==> src/rtl/bcd_countdown_if.sv <==
// Bus bundle for the BCD countdown timer.
// master drives load/start/pause, slave returns the count.
interface bcd_countdown_if #(
    parameter int DIGITS = 2
);
    logic                  load;
    logic [4*DIGITS-1:0]   load_val;
    logic                  start;
    logic                  pause;
    logic [4*DIGITS-1:0]   cont;
    logic                  running;
    logic                  done;
    logic                  zero;

    modport master (
        output load, load_val, start, pause,
        input  cont, running, done, zero
    );

    modport slave (
        input  load, load_val, start, pause,
        output cont, running, done, zero
    );
endinterface

==> src/rtl/bcd_countdown.sv <==
// Multi-digit BCD down-counter with prescaler and zero flag.
// Define AUTO_RELOAD_EN to reload the preset on terminal decrement.
module bcd_countdown #(
    parameter int DIGITS   = 2,
    parameter int TICK_DIV = 1
) (
    input  logic          clk,
    input  logic          rst,
    bcd_countdown_if.slave bus
);
    localparam int W  = 4 * DIGITS;
    localparam int PW = (TICK_DIV > 1) ? $clog2(TICK_DIV) : 1;
    localparam logic [PW-1:0] PMAX = PW'(TICK_DIV - 1);

    typedef enum logic [1:0] {
        IDLE = 2'd0,
        RUN  = 2'd1,
        DONE = 2'd2
    } state_t;

    state_t          state_q, state_d;
    logic [W-1:0]    cont_q, cont_d;
    logic [W-1:0]    rel_q, rel_d;
    logic [PW-1:0]   pre_q, pre_d;
    logic            done_q, done_d;

    // Clamp every non-BCD digit to 9.
    function automatic logic [W-1:0] sanitise(
        input logic [W-1:0] v
    );
        logic [W-1:0] r;
        r = v;
        for (int i = 0; i < DIGITS; i++) begin
            if (v[4*i +: 4] > 4'd9) begin
                r[4*i +: 4] = 4'd9;
            end
        end
        return r;
    endfunction

    // Subtract one with a 0->9 borrow ripple.
    function automatic logic [W-1:0] bcd_dec(
        input logic [W-1:0] v
    );
        logic [W-1:0] r;
        logic         b;
        r = v;
        b = 1'b1;
        for (int i = 0; i < DIGITS; i++) begin
            if (b) begin
                if (v[4*i +: 4] == 4'd0) begin
                    r[4*i +: 4] = 4'd9;
                end else begin
                    r[4*i +: 4] = v[4*i +: 4] - 4'd1;
                    b = 1'b0;
                end
            end
        end
        return r;
    endfunction

    // State, count, reload and prescaler registers.
    always_ff @(posedge clk or negedge rst) begin
        if (!rst) begin
            state_q <= IDLE;
            cont_q  <= '0;
            rel_q   <= '0;
            pre_q   <= '0;
            done_q  <= 1'b0;
        end else begin
            state_q <= state_d;
            cont_q  <= cont_d;
            rel_q   <= rel_d;
            pre_q   <= pre_d;
            done_q  <= done_d;
        end
    end

    // Next-state: load overrides everything, then per-state work.
    always_comb begin
        state_d = state_q;
        cont_d  = cont_q;
        rel_d   = rel_q;
        pre_d   = pre_q;
        done_d  = 1'b0;
        if (bus.load) begin
            cont_d  = sanitise(bus.load_val);
            rel_d   = sanitise(bus.load_val);
            state_d = IDLE;
            pre_d   = '0;
        end else begin
            unique case (state_q)
                IDLE: begin
                    if (bus.start && (cont_q != '0)) begin
                        state_d = RUN;
                        pre_d   = '0;
                    end
                end
                RUN: begin
                    if (!bus.pause) begin
                        if (pre_q == PMAX) begin
                            pre_d = '0;
                            if (cont_q == W'(1)) begin
                                done_d = 1'b1;
`ifdef AUTO_RELOAD_EN
                                cont_d = rel_q;
`else
                                cont_d  = '0;
                                state_d = DONE;
`endif
                            end else begin
                                cont_d = bcd_dec(cont_q);
                            end
                        end else begin
                            pre_d = pre_q + PW'(1);
                        end
                    end
                end
                DONE: begin
                    state_d = DONE;
                end
                default: begin
                    state_d = IDLE;
                end
            endcase
        end
    end

    assign bus.cont    = cont_q;
    assign bus.running = (state_q == RUN);
    assign bus.done    = done_q;
    assign bus.zero    = (cont_q == '0);

endmodule
==> src/flat_wrapper.sv <==
// flat-port wrapper written by rule: the top's interface ports become plain ports
module bcd_countdown_flat 
#(
    parameter int DIGITS   = 2,
    parameter int TICK_DIV = 1
)
  (clk, rst, bus_load, bus_load_val, bus_start, bus_pause, bus_cont, bus_running, bus_done, bus_zero);
  bcd_countdown_if #(.DIGITS(DIGITS)) bus_i ();
  input  logic clk;
  input  logic rst;
  input wire logic [$bits(bus_i.load)-1:0] bus_load;
  input wire logic [$bits(bus_i.load_val)-1:0] bus_load_val;
  input wire logic [$bits(bus_i.start)-1:0] bus_start;
  input wire logic [$bits(bus_i.pause)-1:0] bus_pause;
  output wire logic [$bits(bus_i.cont)-1:0] bus_cont;
  output wire logic [$bits(bus_i.running)-1:0] bus_running;
  output wire logic [$bits(bus_i.done)-1:0] bus_done;
  output wire logic [$bits(bus_i.zero)-1:0] bus_zero;
  assign bus_i.load = bus_load;
  assign bus_i.load_val = bus_load_val;
  assign bus_i.start = bus_start;
  assign bus_i.pause = bus_pause;
  assign bus_cont = bus_i.cont;
  assign bus_running = bus_i.running;
  assign bus_done = bus_i.done;
  assign bus_zero = bus_i.zero;
  bcd_countdown #(.DIGITS(DIGITS), .TICK_DIV(TICK_DIV)) u_core (.clk(clk), .rst(rst), .bus(bus_i));
endmodule
==> config.mk <==
export PLATFORM = sky130hd
export DESIGN_NAME = bcd_countdown_flat
export DESIGN_NICKNAME = d
export VERILOG_FILES = /design/src/rtl/bcd_countdown_if.sv /design/src/rtl/bcd_countdown.sv /design/src/flat_wrapper.sv
export SDC_FILE = /design/constraint.sdc
export NUM_CORES = 1
export LEC_CHECK = 0
export BUFFER_PORTS_ARGS = -buffer_cell sky130_fd_sc_hd__buf_2
export CORE_UTILIZATION = 30
export CTS_BUF_LIST = sky130_fd_sc_hd__clkbuf_4
export CTS_CLUSTER_SIZE = 25
export DETAILED_ROUTE_END_ITERATION = 10
export GPL_ROUTABILITY_DRIVEN = 0
export MAX_ROUTING_LAYER = met4
export PLACE_DENSITY = 0.58
export SLEW_MARGIN = 20
export SYNTH_ARGS = -nofsm -noshare
export SYNTH_HDL_FRONTEND = slang
export SYNTH_SLANG_ARGS = --single-unit
==> constraint.sdc <==
create_clock -name clk -period 1.97 [get_ports clk]
set_clock_uncertainty 0.15 [all_clocks]
set_input_delay 0 -clock clk [delete_from_list [all_inputs] [get_ports clk]]
set_output_delay 0 -clock clk [all_outputs]
set_load 0.01 [all_outputs]
==> results_dict.tcl <==
set metrics [dict create \
    tns_ps -64.3 \
    violations "setup timing" \
    track_usage_pct 20.4 \
    netlist_area_um2 815 \
    clock-sinks 11 \
    antenna_found_initial 0 \
    yosysMostFrequentCell "inv_1" \
    viasPerCell 5.20 \
    relSlewSlack_pct 61.0 \
    syn_nets 109 \
    power.internal_w 0.000710 \
    n_fill_cell 221 \
    cts_max_path_buffers 2 \
    syn_to_final_growth_pct 70.5 \
    combPwrFrac_pct 56.6 \
    path_max_fanout 4 \
    end_kind "register" \
    drive_above_1_share_pct 47.4 \
    grt-ovfl-total 0 \
    nets 175 \
    dr.pass1.iters 4 \
    coreArea_um2 2520 \
    synth_top_family_by_area "compound AO/OA/AOI/OAI gates" \
    path_clk_slew_ps 90 \
    cp.arrival_ps 2080 \
    ys_warn_count 0 \
    cts_made_buffers 3 \
    total_power_w 0.00117 \
    die_h_um 54.1 \
    timing.rr.start "u_core.bus.cont[0]" \
    leakagePower_nw 0.648 \
    h-tree-depth 1 \
    startpoint_type "register" \
    drc 0 \
    synth_edf_count 0 \
    die_area_um2 2930 \
    wire_per_inst_um 14.4 \
    critical_path_class "reg2reg" \
    insertion_delay_ps 290 \
    ys.flop_type "dfrtp_1" \
    final_cells 184 \
    drt_iter0_drc 13 \
    swShare_pct 39.3 \
    synth-async-reset-ratio_pct 100 \
    ioPinCount 24 \
    diodes 0 \
    p_switching_w 0.000459 \
    synth_xor_area_share_pct 0 \
    fp.dieW_um 54.1 \
    fmax_mhz 492 \
    status "complete, but fails checks" \
    fin_crit_ps 2030 \
    worstPathCellList "buf_6 > ha_4 > or3b_4 > o211ai_1 > or4b_1 > o311ai_2" \
    dp.cells 159 \
    worst_pin_slew_ps 583 \
    ys_ff_latch 11 \
    cp_slowest_cell "or4b_1" \
    worstRegToRegCells 6 \
    dp_hpwl_mm 1.79 \
    irDropWorstVdd_uv 578 \
    grt_pass1_wl_mm 4.01 \
    netlist_instances 89 \
    synthDistinctLibCells 38 \
    clkPwrFrac_pct 14.4 \
    via_count 957 \
    grt_pass1_vias 910 \
    yosys.area_share.adder_pct 10.8 \
    fin_crit_sh_pct 103 \
    synth_compound_area_share_pct 27.3 \
    setup_viol 1 \
    rows 18 \
    final-max-slew-violation-count 0 \
    crit_end "u_core.bus.cont[2]" \
    wirelength_mm 2.65 \
    rsz0062_at_grt "yes" \
    critPathLaunch "u_core.bus.cont[0]" \
    yosys.area_share.simple_pct 20.4 \
    cts_tree "yes" \
    final.setup.worst_slack_ps -64.3 \
    synth_top_area_share_pct 33.8 \
    synth.area.top_cells "dfrtp_1, ha_1, inv_1, o21ai_0, nand2_1" \
    synth_top_area_cell "dfrtp_1" \
    max_stage_delay_ps 580 \
    cts_root_buf "clkbuf_4" \
    start_util_pct 32.3 \
    pwr-share-seq_pct 29.0 \
    synthMuxAreaShare_pct 1.23 \
    syn_avg_cell_area_um2 9.15 \
    grt_max_degree 12 \
    drv_cap 0 \
    rrSetupSlack_ps -60 \
    hold_viol_final 0 \
    cp.required_ps 2020 \
    synthTopCellsByCount "inv_1, dfrtp_1, ha_1, nand2_1" \
    io_buffers 23 \
    antenna_left 0 \
    p_per_area_nw_per_um2 842 \
    preCtsSetupSlack_ps 6.84 \
    synth.yosys.seq_area_share_pct 33.8 \
    hp-class "in2reg" \
    reg2reg_to "u_core.bus.cont[2]" \
]
-- layout make-up --
class                           count  area (um^2)  share of cell area (%)
Clock buffer                        3         22.5                    1.62
Clock inverter                      1         5.00                   0.360
Inverter                           13         48.8                    3.51
Multi-Input combinational cell     64          549                    39.5
Sequential cell                    11          277                    19.9
Tap cell                           30         37.5                    2.70
Timing Repair Buffer               62          449                    32.3
-- kinds of logic after synthesis --
group           Yosys count
mux                       1
simple gates             27
flops                    11
compound gates           29
fa+ha+maj                 7
buf+inv                  14
-- flip-flops by register name, indices dropped and copies added (netlist names) --
register,flops
u_core.bus.cont,8
u_core.state_q,2
u_core.bus.done,1
-- cell usage in the layout, fill, tap and decap left out, types with 2 or more instances in the layout --
cell           count
inv_1              9
ha_4               2
a21oi_1            3
o21ai_0            3
a211oi_1           2
nor2_1             4
clkbuf_4           3
dfrtp_1           10
buf_4             23
buf_2             23
a22oi_1            2
ha_1               4
o31ai_1            2
nand2_1            6
nand3_1            2
dlygate4sd3_1     15
o211ai_1           2
or3b_4             3
inv_2              4
-- worst min path at each step --
| stage | slack (ps) | to | startpoint | depth (start not counted) |
|---|---|---|---|---|
| floorplan | -450 | u_core.bus.cont[0] | rst | 0 |
| global placement | -260 | u_core.state_q[0] | rst | 1 |
| detailed placement | -250 | u_core.bus.cont[1] | rst | 1 |
| CTS | 10 | u_core.bus.done | bus_load | 3 |
| global route | 50 | u_core.bus.done | bus_load | 3 |
| finish | 30 | u_core.bus.done | bus_load | 3 |
-- power by group through the flow --
stage / logic [W] / clock network, W / registers (W)
3_3_place_gp: 0.000533 / 0 / 0.000334
6_report: 0.000663 / 0.000168 / 0.000339
5_1_grt: 0.000729 / 0.000180 / 0.000347
2_1_floorplan: 0.000292 / 0 / 0.000352
4_1_cts: 0.000578 / 0.000168 / 0.000335
3_5_place_dp: 0.000547 / 0 / 0.000337
-- critical path: cells and delay by family, from the launching register on --
family	cells	cell delay [ps]
AOI/OAI and AO/OA	2	240
adders and majority gates	1	150
DFF	1	440
buffers and inverters	1	140
and+or+nand+nor	2	810
-- through the flow --
step	util, %	hold WS [ps]	area, um^2
4_1_cts	50.8	11.1	1280
5_1_grt	55.1	51.5	1390
3_5_place_dp	43.6	-252	1100
6_report	55.1	31.3	1390
2_1_floorplan	-	-446	816
3_3_place_gp	43.6	-256	1100
-- metal layers --
metal | GRT usage [%] | part of all wire [%]
met5 | - | 0
met4 | 6.84 | 1.1
met3 | 3.95 | 4.0
met2 | 32.3 | 47
met1 | 25.8 | 48
-- timing repair --
| item | 4_1_cts | 5_1_grt |
|---|---|---|
| pin swaps | 1 | 5 |
| hold endpoints to repair | 21 | 0 |
| hold buffers | 15 | 0 |
| setup buffers | 0 | 6 |
| endpoints found under the setup margin | 1 | 9 |
| resized for setup | 3 | 16 |
Note: power is estimated with default switching activity, not from simulation.
